===== config.mk =====
export PLATFORM = sky130hd
export DESIGN_NAME = game_sequencer
export DESIGN_NICKNAME = d
export VERILOG_FILES = /design/src/rtl/game_state_pkg.sv /design/src/rtl/game_sequencer_gravity_timer.sv /design/src/rtl/game_sequencer.sv
export SDC_FILE = /design/constraint.sdc
export NUM_CORES = 1
export LEC_CHECK = 0
export BUFFER_PORTS_ARGS = -buffer_cell sky130_fd_sc_hd__buf_2
export CORE_ASPECT_RATIO = 1.5
export CORE_MARGIN = 1
export CORE_UTILIZATION = 40
export DETAILED_ROUTE_END_ITERATION = 16
export GPL_TIMING_DRIVEN = 1
export PLACE_DENSITY = 0.72
export SLEW_MARGIN = 25
export SYNTH_ARGS = -nofsm -noshare
export SYNTH_HDL_FRONTEND = slang
export SYNTH_SLANG_ARGS = --single-unit

===== constraint.sdc =====
create_clock -name game_clk -period 3.8 [get_ports game_clk]
set_clock_uncertainty 0.05 [all_clocks]
set_input_delay 0.76 -clock game_clk [delete_from_list [all_inputs] [get_ports game_clk]]
set_output_delay 0.76 -clock game_clk [all_outputs]
set_load 0.05 [all_outputs]

===== src/rtl/game_state_pkg.sv =====
// Shared types and constants for the Tetris game sequencer and board datapath.
package game_state_pkg;

  typedef enum logic [2:0] {
    SEQ_IDLE  = 3'd0,
    SEQ_SPAWN = 3'd1,
    SEQ_FALL  = 3'd2,
    SEQ_LOCK  = 3'd3,
    SEQ_SCAN  = 3'd4,
    SEQ_SHIFT = 3'd5,
    SEQ_OVER  = 3'd6
  } seq_state_t;

  // Playfield height shared with the board datapath; row 0 is the top.
  localparam int GAME_ROWS = 20;

  function automatic logic is_playing(input seq_state_t s);
    return (s == SEQ_SPAWN) || (s == SEQ_FALL) || (s == SEQ_LOCK) ||
           (s == SEQ_SCAN)  || (s == SEQ_SHIFT);
  endfunction

endpackage


===== src/rtl/game_sequencer_gravity_timer.sv =====
// Gravity pacing counter: tick fires on the last count of each GRAVITY_DIV-cycle window.
module gravity_timer #(
  parameter int GRAVITY_DIV = 8
) (
  input  logic game_clk,
  input  logic reset,
  input  logic clear,
  input  logic en,
  output logic tick
);

  localparam int CW = $clog2(GRAVITY_DIV);
  localparam logic [CW-1:0] LAST = CW'(GRAVITY_DIV - 1);

  logic [CW-1:0] count_q;
  logic [CW-1:0] count_d;

  assign tick = en && (count_q == LAST);

  always_comb begin
    count_d = count_q;
    if (clear) begin
      count_d = '0;
    end else if (en) begin
      count_d = tick ? '0 : count_q + 1'b1;
    end
  end

  always_ff @(posedge game_clk) begin
    if (reset) begin
      count_q <= '0;
    end else begin
      count_q <= count_d;
    end
  end

endmodule


===== src/rtl/game_sequencer.sv =====
// Piece-life phase controller: spawn, gravity, lock, bottom-up line clear.
// Optional soft drop input is enabled by defining GAME_SEQ_SOFT_DROP_EN.
module game_sequencer
  import game_state_pkg::*;
#(
  parameter int ROWS        = GAME_ROWS,
  parameter int GRAVITY_DIV = 8,
  parameter int LINE_CNT_W  = 10
) (
  input  logic                    game_clk,
  input  logic                    reset,
  input  logic                    start,
  input  logic                    spawn_ack,
  input  logic                    spawn_blocked,
  input  logic                    piece_touching,
  input  logic                    row_full,
`ifdef GAME_SEQ_SOFT_DROP_EN
  input  logic                    soft_drop,
`endif
  output logic                    spawn_req,
  output logic                    drop_en,
  output logic                    lock_en,
  output logic                    shift_en,
  output logic [$clog2(ROWS)-1:0] row_idx,
  output logic                    playing,
  output logic                    game_over,
  output logic [LINE_CNT_W-1:0]   lines_cleared,
  output seq_state_t              state_dbg
);

  localparam int RW = $clog2(ROWS);
  localparam logic [RW-1:0] ROW_LAST = RW'(ROWS - 1);

  seq_state_t            state_q, state_d;
  logic [RW-1:0]         row_q, row_d;
  logic [LINE_CNT_W-1:0] lines_q, lines_d;

  logic in_fall;
  logic soft_w;
  logic timer_tick;
  logic grav_tick;

`ifdef GAME_SEQ_SOFT_DROP_EN
  assign soft_w = soft_drop;
`else
  assign soft_w = 1'b0;
`endif

  assign in_fall = (state_q == SEQ_FALL);

  // Holding the counter clear while soft drop is active makes release restart
  // a full gravity window.
  gravity_timer #(
    .GRAVITY_DIV(GRAVITY_DIV)
  ) u_gravity (
    .game_clk(game_clk),
    .reset   (reset),
    .clear   (!in_fall || soft_w),
    .en      (in_fall),
    .tick    (timer_tick)
  );

  assign grav_tick = timer_tick || (in_fall && soft_w);

  // Handshake: spawn_req is held high in SPAWN until the cycle spawn_ack is seen;
  // that same cycle completes the transfer (ack may arrive in the first cycle).
  always_comb begin
    state_d   = state_q;
    row_d     = row_q;
    lines_d   = lines_q;
    spawn_req = 1'b0;
    drop_en   = 1'b0;
    lock_en   = 1'b0;
    shift_en  = 1'b0;
    game_over = 1'b0;
    playing   = is_playing(state_q);
    case (state_q)
      SEQ_IDLE: begin
        if (start) begin
          state_d = SEQ_SPAWN;
          lines_d = '0;
        end
      end
      SEQ_SPAWN: begin
        spawn_req = 1'b1;
        if (spawn_ack) begin
          state_d = spawn_blocked ? SEQ_OVER : SEQ_FALL;
        end
      end
      SEQ_FALL: begin
        if (grav_tick) begin
          if (piece_touching) begin
            state_d = SEQ_LOCK;
          end else begin
            drop_en = 1'b1;
          end
        end
      end
      SEQ_LOCK: begin
        lock_en = 1'b1;
        row_d   = ROW_LAST;
        state_d = SEQ_SCAN;
      end
      SEQ_SCAN: begin
        if (row_full) begin
          state_d = SEQ_SHIFT;
        end else if (row_q == '0) begin
          state_d = SEQ_SPAWN;
        end else begin
          row_d = row_q - 1'b1;
        end
      end
      SEQ_SHIFT: begin
        shift_en = 1'b1;
        lines_d  = (&lines_q) ? lines_q : lines_q + 1'b1;
        state_d  = SEQ_SCAN;
      end
      SEQ_OVER: begin
        game_over = 1'b1;
      end
      default: begin
        state_d = SEQ_IDLE;
      end
    endcase
    // An in-flight operation is abandoned without issuing its pulse.
    if (reset) begin
      spawn_req = 1'b0;
      drop_en   = 1'b0;
      lock_en   = 1'b0;
      shift_en  = 1'b0;
      game_over = 1'b0;
      playing   = 1'b0;
    end
  end

  always_ff @(posedge game_clk) begin
    if (reset) begin
      state_q <= SEQ_IDLE;
      row_q   <= '0;
      lines_q <= '0;
    end else begin
      state_q <= state_d;
      row_q   <= row_d;
      lines_q <= lines_d;
    end
  end

  assign row_idx       = row_q;
  assign lines_cleared = lines_q;
  assign state_dbg     = state_q;

  a_pulse_onehot : assert property (@(posedge game_clk)
    $onehot0({drop_en, lock_en, shift_en}));
  a_spawn_excl : assert property (@(posedge game_clk)
    !(spawn_req && (drop_en || lock_en || shift_en)));

endmodule


# Word level (Yosys, flattened, before mapping)

Cells that the tools add are included.
W data, S select, Z words.

Add/subtract/negate cells: 3
Equal/unequal tests: 15
Mux-type cells: 27
Bitwise operators: 2
Reduce and logical (&&, ||, !) cells: 15

Operator list:

| cell                    | count |
|---|---|
| $mux W3                 | 7 |
| $mux W10                | 2 |
| $pmux W10 S2            | 1 |
| $pmux W3 S6             | 1 |
| $ne A2 B2 Y1 const B    | 7 |
| $mux W1                 | 13 |
| $eq A3 B3 Y1 const B    | 4 |
| $add A10 B1 Y10 const B | 1 |
| $mux W5                 | 2 |
| $pmux W5 S2             | 1 |
| $reduce_and A10 Y1      | 1 |
| $eq A3 B2 Y1 const B    | 2 |
| $reduce_and A3 Y1       | 2 |
| $reduce_and A6 Y1       | 1 |
| $logic_not A5 Y1        | 1 |
| $sub A5 B1 Y5 const B   | 1 |
| $logic_or A1 B1 Y1      | 4 |
| $reduce_bool A2 Y1      | 2 |
| $add A3 B1 Y3 const B   | 1 |
| $eq A3 B1 Y1 const B    | 1 |
| $logic_not A3 Y1        | 1 |
| $ne A3 B2 Y1 const B    | 1 |
| $reduce_or A3 Y1        | 1 |
| $not A1 Y1              | 2 |
| 2 further kinds         | 2 |

Register bits after elaboration: 21
Input bits: 7
Output and inout port bits: 24
Logic and storage cells: 66

# Longest topological paths before layout

Gate-level depths: netlist of the first run.

Depth after elaboration: 6
Depth in mapped cells: 6
Depth with buffers taken out: 6

# By module

A second synthesis of the first run with hierarchy kept.

Cell total of the unflattened synthesis: 150
Area total of the unflattened synthesis: 1,262.5 um2

By module, submodules not included:

| module         | instances | cells each | area each (um2) | seq. area each (um2) |
|---|---|---|---|---|
| game_sequencer | 1         | 136        | 1,107.3         | 360.3 |
| gravity_timer  | 1         | 14         | 155.1           | 60.1 |

# Worst setup path after synthesis of the first run

No wires, ideal clock.

Kind: reg-to-output
Start point: register state_q[1] (netlist: state_dbg[1])
End point: output drop_en
Arrival time: 2.615 ns
Required time: 2.990 ns
Path slack: 0.375 ns
Stages on the path, launching flop included: 4
Buffers on the path: 1
Path through: dfxtp_1 buf_2 nand2_1 nor4_1

Longest elaborated chain between the ends: 5

RTL lines:

| element                | line                                       | text |
|---|---|---|
| from (decl)            | game_sequencer.sv:34                       | `seq_state_t state_q, state_d;` |
| from (signal assigned) | game_sequencer.sv:142                      | `state_q <= state_d;` |
| $eq A3 B2 Y1 *         | game_sequencer.sv:49, game_sequencer.sv:77 |  |
| $logic_and A1 B1 Y1    | game_sequencer_gravity_timer.sv:18         | `assign tick = en && (count_q == LAST);` |
| $mux W1                | game_sequencer.sv:91                       | `if (grav_tick) begin` |
| $mux W1 *              | game_sequencer.sv:77                       | `case (state_q)` |
| $mux W1 *              | game_sequencer.sv:126                      | `if (reset) begin` |
| to (decl)              | game_sequencer.sv:21                       | `output logic drop_en,` |

Mark *: on every way between the ends. The rest lies on a longest branch, timed or not.

# Worst setup path after layout of the first run

Start point: register state_q[2] (netlist: state_dbg[2])
End point: output shift_en

Longest elaborated chain between the ends: 3

RTL lines:

| element      | line                  | text |
|---|---|---|
| $eq A3 B3 Y1 | game_sequencer.sv:77  |  |
| $mux W1      | game_sequencer.sv:77  |  |
| $mux W1      | game_sequencer.sv:126 |  |
| to (decl)    | game_sequencer.sv:23  | `output logic shift_en,` |

No other way between the ends.

==> impl_metrics.yaml, run 1 <==
critical_path:
  crit_chain: "nand4bb_1 > clkinv_1 > buf_2"
  crit_arrival_ps: 2100
  path_class: "reg2out"
  crit_path_start_kind: "flop"
  cp-end-kind: "primary output"
  required_ps: 2990
  slowest_stage: "dfxtp_1"
  slowest_delay_ps: 760
  worst-path-max-fanout: 20
yosys:
  synthTopCellsByCount: "dfxtp_1, nand2_1, a21oi_1"
  ys_seq_area_frac: 0.333
  synth-async-reset-ratio: 0
  synthFlopType: "dfxtp_1"
  synth.avg_cell_area_um2: 8.71
  synth_edf_count: 0
  synth_nets: 156
  ys_types: 47
  netlist_instances: 145
  yosys_warnings: 0
  ys_top_cells_by_area: "dfxtp_1, o31ai_1, a21oi_1"
  synth_top_area_share: 0.333
  synth_largest_area_cell: "dfxtp_1"
  synth-seq-cells: 21
  yosysMostFrequentCell: "dfxtp_1"
  syn_area_um2: 1260
cells_and_area:
  final_area_um2: 1460
  antenna_cells: 0
  final_nets: 183
  drive_gt1_frac: 0.257
  multiInputGateArea_um2: 776
  area_delta_synth_final_pct: 16.0
  seqCellArea_um2: 420
  nFillCells: 311
global_route:
  grt_pass1_wl_um: 5170
  grt_pass1_vias: 1142
  track_usage: 0.205
  antenna_found_initial: 0
  grt_start_max_net_pins: 21
  grt_overflow_total: 0
placement:
  placed_area_um2: 1420
  post-place-ws_ps: 956
  dp_hpwl_um: 2160
  gp_congestion: 0.885
  io_buffers: 30
min_path:
  min_path_type: "reg2reg"
status:
  status: "complete, no violations"
route:
  ant_nets: 0
  dr.pass1.iters: 4
  routedWlPerCell_um: 14.0
  vias: 1216
  drtIter0Drc: 43
  via_per_inst: 5.79
  drc_errors: 0
  wirelength_um: 2950
pwr:
  vdd.ir_drop.worst_uv: 210
  powerDensity_nw_per_um2: 335
  leakagePower_nw: 0.664
timing:
  setup_slack_ps: 888
  slew-limit-headroom: 0.552
  grt_setup_unrepaired: "false"
  setup_violations: 0
  period_minus_slack_ps: 2910
  period_share: 0.766
  tightest_slew_ps: 671
  hold_viol_final: 0
  slew_violations: 0
  finalSetupTns_ps: 0
  fmax_mhz: 343
job:
  cap_violations: 0
floorplanning:
  die-area_um2: 3390
  chipWidth_um: 47.9
  die_h_um: 70.8
  fp.coreArea_um2: 2940
  pin_count: 31
  placementRows: 24
  start_util: 0.429
clock_network:
  root_buffer: "clkbuf_8"
  cts_num_sinks: 21
  path_clk_slew_ps: 70
  numCtsBuffers: 3
  clock_path_buffers: 2
  cts_resized: 0
  cts_max_level: 1
  clkLatencyLatePin_ps: 260
  cts_tree: "done"
  post_cts_buffers: 0
  postCtsHoldBufs: 0
## logic make-up after synthesis
| group | count (synthesis) | synth area share |
|---|---|---|
| buf+inv | 14 | 0.0525 |
| fa+ha+maj | 4 | 0.0396 |
| flops | 21 | 0.333 |
| mux | 1 | 0.00793 |
| simple gates | 62 | 0.321 |
| xor+xnor | 2 | 0.0139 |
| compound gates | 41 | 0.232 |
## layer usage
metal,global-route usage,share of wire
met1,0.257,0.44
met2,0.320,0.49
met3,0.0255,0.039
met4,0.117,0.032
met5,0,0
## worst paths after layout
path | from | endpoint | slack (ps) | cells past startpoint
worst max-delay path | state_dbg[2]$_SDFFE_PP0P_ | shift_en | 890 | 3
worst min-delay path | u_gravity.count_q[0]$_SDFF_PP0_ | u_gravity.count_q[0]$_SDFF_PP0_ | 370 | 1
worst max register to register | state_dbg[2]$_SDFFE_PP0P_ | lines_cleared[8]$_SDFFE_PP0P_ | 1760 | 4
worst min register to register | u_gravity.count_q[0]$_SDFF_PP0_ | u_gravity.count_q[0]$_SDFF_PP0_ | 370 | 1
## placed cells by master, fill, tap and decap left out, types with 2 or more instances in the layout
master	Yosys	layout
nand3_1	7	7
nand4_1	3	3
o31ai_1	7	7
a31oi_1	3	3
nor2_1	9	9
nor3_1	5	5
a21oi_1	10	10
clkbuf_8	0	3
o21ai_1	4	4
dfxtp_1	21	21
o21ai_0	4	4
and4_1	2	2
inv_1	5	5
buf_2	5	30
nand2b_1	3	3
and3_1	3	3
ha_1	4	4
nand2_1	13	13
nand3b_1	2	2
o21a_1	3	3
a41oi_1	2	2
and2_1	2	2
nor4_1	2	2
## power by group
part           internal [mW]  switching, mW  leakage [nW]  total (mW)
logic                 0.0352         0.0639         0.469      0.0991
registers              0.225         0.0178         0.170       0.243
clock network         0.0732         0.0755        0.0255       0.149
## worst max-delay path, delay by kind of cell (launching register included)
kind	cells	cell delay, ps
flip-flops	1	760
buffers and inverters	2	610
AND/OR/NAND/NOR	1	470
## registers in the layout, indices dropped and copies added (netlist names)
signal,flops
lines_cleared,10
row_idx,5
state_dbg,3
u_gravity.count_q,3
## stage by stage
step	utilization	std cells	hold WS [ps]	total power, mW
2_1_floorplan	-	145	348	0.328
3_3_place_gp	0.482	206	358	0.344
3_5_place_dp	0.482	206	366	0.346
4_1_cts	0.497	210	378	0.494
5_1_grt	0.497	210	416	0.515
6_report	0.497	210	375	0.491
## layout make-up
type,count,area share
multi-input combinational,110,0.530
clock buffer,3,0.0282
clock inverter,1,0.00342
timing repair buffer,30,0.103
sequential,21,0.287
tap,39,0.0333
inverter,6,0.0154
Note: power is estimated with default switching activity, not from simulation.
==> run 2, diff against run 1 <==
PLACE_DENSITY = 0.74   (was 0.72)
clock period = 2.48 ns   (was 3.8 ns; I/O delays follow)
==> impl_metrics.yaml, run 2 (synthesis results as in run 1) <==
timing:
  setup_violations: 0
  hold_viol_final: 0
  tightest_slew_ps: 751
  slew_violations: 0
  slew-limit-headroom: 0.499
  period_minus_slack_ps: 2280
  fmax_mhz: 438
  finalSetupTns_ps: 0
  period_share: 0.921
  grt_setup_unrepaired: "false"
pwr:
  leakagePower_nw: 0.673
  vdd.ir_drop.worst_uv: 343
  powerDensity_nw_per_um2: 507
placement:
  io_buffers: 30
  placed_area_um2: 1460
  gp_congestion: 0.804
  dp_hpwl_um: 2170
critical_path:
  cp-end-kind: "primary output"
  critPathBufInv: 2
  crit_arrival_ps: 1740
  path_class: "reg2out"
  slowest_stage: "dfxtp_1"
  slowest_delay_ps: 810
  crit_path_start_kind: "flop"
  worst-path-max-fanout: 20
  crit_chain: "inv_1 > a21oi_2 > buf_2"
  required_ps: 1930
  critPathTopFamily: "flip-flops"
clock_network:
  numCtsBuffers: 3
  post_cts_buffers: 0
  root_buffer: "clkbuf_8"
  clkLatencyLatePin_ps: 270
  cts_num_sinks: 21
  cts_max_level: 1
  cts_tree: "done"
  path_clk_slew_ps: 70
  clock_path_buffers: 2
  postCtsHoldBufs: 0
  cts_resized: 0
global_route:
  grt_overflow_total: 0
  grt_pass1_vias: 1103
  grt_start_max_net_pins: 21
  antenna_found_initial: 0
  track_usage: 0.187
  grt_pass1_wl_um: 4860
route:
  via_per_inst: 5.68
  vias: 1204
  routedWlPerCell_um: 13.8
  wirelength_um: 2930
  ant_nets: 0
  drtIter0Drc: 39
  drc_errors: 0
  dr.pass1.iters: 4
cells_and_area:
  area_delta_synth_final_pct: 19.2
  final_nets: 185
  seqCellArea_um2: 420
  multiInputGateArea_um2: 800
  drive_gt1_frac: 0.283
  final_cell_mix: "buf_2, dfxtp_1, nand2_1"
  final_common_cell: "buf_2"
  largest_reg_flops: 10
  antenna_cells: 0
  final_area_um2: 1510
  nFillCells: 301
floorplanning:
  die-area_um2: 3390
  pin_count: 31
  start_util: 0.429
  fp.coreArea_um2: 2940
  placementRows: 24
  chipWidth_um: 47.9
  die_h_um: 70.8
min_path:
  min_path_type: "reg2reg"
status:
  status: "complete, no violations"
job:
  cap_violations: 0
-- run 2: changes by cell type in the layout (fill, tap and decap cells not counted) --
cell / delta
a21oi_1: -1
a21oi_2: +1
buf_4: +2
clkinv_2: -1
clkinvlp_4: +1
nor3_1: -1
nor3_2: +1
nor4_1: -1
nor4_4: +1
-- run 2: area by class of cell --
class / instances / area share
clock buffer: 3 / 0.0274
multi-input combinational: 110 / 0.531
timing repair buffer: 32 / 0.110
clock inverter: 1 / 0.00499
tap: 39 / 0.0324
sequential: 21 / 0.279
inverter: 6 / 0.0150
-- run 2: metrics by stage --
step                      hold WS, ps  std cells  setup WS [ps]  utilization  power [mW]
after global routing              396        212           91.8        0.511       0.793
after floorplan                   348        145           94.9            -       0.507
final                             370        212            196        0.511       0.762
after detailed placement          365        208            503        0.495       0.537
after CTS                         376        212            207        0.511       0.772
after global placement            358        208            559        0.495       0.534
-- run 2: worst paths after layout --
path / start / end / slack [ps] / cells past startpoint
max: state_dbg[2]$_SDFFE_PP0P_ / playing / 200 / 3
min: u_gravity.count_q[0]$_SDFF_PP0_ / u_gravity.count_q[0]$_SDFF_PP0_ / 370 / 1
max reg2reg: state_dbg[2]$_SDFFE_PP0P_ / row_idx[1]$_SDFFE_PP0P_ / 450 / 4
min reg2reg: u_gravity.count_q[0]$_SDFF_PP0_ / u_gravity.count_q[0]$_SDFF_PP0_ / 370 / 1
-- run 2: where the power goes --
group | internal [mW] | leakage, nW | total (mW) | switching, mW
Clock | 0.114 | 0.0217 | 0.232 | 0.118
Combinational | 0.0559 | 0.481 | 0.157 | 0.101
Sequential | 0.345 | 0.170 | 0.374 | 0.0284
-- run 2: layer usage --
| metal | global-route usage | share of wire | vias up |
|---|---|---|---|
| li1 | - | - | 600 |
| met3 | 0.0230 | 0.034 | 4 |
| met1 | 0.233 | 0.42 | 563 |
| met5 | 0 | 0 | - |
| met4 | 0.0648 | 0.0092 | 0 |
| met2 | 0.315 | 0.53 | 37 |
==> run 3, diff against run 2 <==
CELL_PAD_IN_SITES_DETAIL_PLACEMENT = 1   (was not set)
CELL_PAD_IN_SITES_GLOBAL_PLACEMENT = 1   (was not set)
CORE_UTILIZATION = 35   (was 40)
PLACE_DENSITY = 0.84   (was 0.74)
==> impl_metrics.yaml, run 3 (synthesis results as in run 1) <==
status:
  status: "complete, no violations"
critical_path:
  reg2reg_slack_ps: 470
  path_class: "reg2out"
  worstReg2RegEnd: "lines_cleared[3]$_SDFFE_PP0P_"
  crit_arrival_ps: 1710
  required_ps: 1930
  reg2reg_from: "lines_cleared[1]$_SDFFE_PP0P_"
  worst-path-max-fanout: 15
  startpoint: "state_dbg[1]$_SDFFE_PP0P_"
  cp-end-kind: "primary output"
  crit_chain: "nand4bb_1 > clkinv_1 > buf_2"
  cp.depth: 3
  slowest_stage: "dfxtp_1"
  rr_worst_depth: 5
  critPathBufInv: 2
  worstSetupEndpoint: "shift_en"
  critPathTopFamily: "flip-flops"
  crit_path_start_kind: "flop"
  slowest_delay_ps: 660
clock_network:
  cts_max_level: 1
  post_cts_buffers: 0
  cts_tree: "done"
  postCtsHoldBufs: 0
  cts_num_sinks: 21
  root_buffer: "clkbuf_8"
  numCtsBuffers: 3
  path_clk_slew_ps: 70
  cts_resized: 0
  clkLatencyLatePin_ps: 260
  clock_path_buffers: 2
placement:
  post-place-ws_ps: 489
  io_buffers: 30
  dp_hpwl_um: 2680
  dp_cells: 212
  gp_congestion: 0.774
timing:
  grt_setup_unrepaired: "false"
  fmax_mhz: 443
  period_share: 0.910
  slew_violations: 0
  finalSetupTns_ps: 0
  slew-limit-headroom: 0.619
  setup_slack_ps: 224
  tightest_slew_ps: 571
  setup_violations: 0
  period_minus_slack_ps: 2260
  hold_viol_final: 0
pwr:
  p_int_mw: 0.516
  seqPwrFrac: 0.485
  p_total_mw: 0.766
  clockPowerShare: 0.295
  switchingPower_mw: 0.250
  vdd.ir_drop.worst_uv: 287
  swShare: 0.326
  powerDensity_nw_per_um2: 506
  leakagePower_nw: 0.681
  combPwrFrac: 0.220
floorplanning:
  pin_count: 31
  chipWidth_um: 51.0
  start_util: 0.370
  die_h_um: 75.6
  fp.coreArea_um2: 3420
  placementRows: 26
  die-area_um2: 3860
route:
  routedWlPerCell_um: 16.5
  dr.pass1.iters: 4
  ant_nets: 0
  drc_errors: 0
  drtIter0Drc: 42
  wirelength_um: 3560
  vias: 1235
  via_per_inst: 5.72
global_route:
  grt_pass1_vias: 1277
  grt_start_max_net_pins: 16
  track_usage: 0.200
  grt_overflow_total: 0
  antenna_found_initial: 0
  grt_pass1_wl_um: 5700
cells_and_area:
  final_cell_mix: "buf_2, dfxtp_1, nand2_1"
  final_common_cell: "buf_2"
  largest_reg_flops: 10
  antenna_cells: 0
  final_cells: 216
  final_nets: 186
  nFillCells: 428
  area_delta_synth_final_pct: 19.9
  drive_gt1_frac: 0.287
min_path:
  min_path_type: "reg2reg"
job:
  cap_violations: 0
-- run 3: cell count changes in the layout (fill, tap and decap cells not counted), sizes merged --
cell,change
clkinv,+1
clkinvlp,-1
buf,+1
-- run 3: cell type report --
| cell class | count | area, µm² | share of cell area |
|---|---|---|---|
| Inverter | 6 | 22.5 | 0.0149 |
| Timing Repair Buffer | 33 | 173 | 0.114 |
| Multi-Input combinational cell | 110 | 800 | 0.528 |
| Tap cell | 42 | 52.6 | 0.0347 |
| Clock buffer | 3 | 41.3 | 0.0273 |
| Sequential cell | 21 | 420 | 0.278 |
| Clock inverter | 1 | 5.00 | 0.00331 |
-- run 3: power by group through the flow --
stage               clock network [mW]  logic [mW]  registers [mW]
finish                           0.226       0.169           0.371
global route                     0.253       0.179           0.374
CTS                              0.242       0.169           0.371
detailed placement                   0       0.167           0.379
global placement                     0       0.161           0.377
floorplan                            0       0.119           0.388
-- run 3: worst min path at each step --
| stage | startpoint | end | slack, ps | cells after the start |
|---|---|---|---|---|
| after CTS | u_gravity.count_q[0]$_SDFF_PP0_ | u_gravity.count_q[0]$_SDFF_PP0_ | 390 | 1 |
| after global placement | u_gravity.count_q[0]$_SDFF_PP0_ | u_gravity.count_q[0]$_SDFF_PP0_ | 360 | 1 |
| after detailed placement | u_gravity.count_q[0]$_SDFF_PP0_ | u_gravity.count_q[0]$_SDFF_PP0_ | 370 | 1 |
| final | u_gravity.count_q[0]$_SDFF_PP0_ | u_gravity.count_q[0]$_SDFF_PP0_ | 390 | 1 |
| after floorplan | u_gravity.count_q[0]$_SDFF_PP0_ | u_gravity.count_q[0]$_SDFF_PP0_ | 350 | 1 |
| after global routing | u_gravity.count_q[0]$_SDFF_PP0_ | u_gravity.count_q[0]$_SDFF_PP0_ | 420 | 1 |
-- run 3: through the flow --
step | hold WS, ps | util | area, µm²
after global routing | 415 | 0.443 | 1510
after global placement | 357 | 0.430 | 1470
after CTS | 395 | 0.443 | 1510
after detailed placement | 373 | 0.430 | 1470
final | 386 | 0.443 | 1510
after floorplan | 348 | - | 1290
-- run 3: worst reg2reg max path, stage by stage, from the launching register on --
cell	delay, ps
dfxtp_1	430
ha_1	270
nand4_1	200
nor4_4	480
nor2_1	200
a221oi_2	300
-- run 3: routing by layer --
layer	wire, µm	global-route usage
met5	0	0
met4	66	0.117
met3	114	0.0240
met2	1980	0.373
met1	1400	0.212
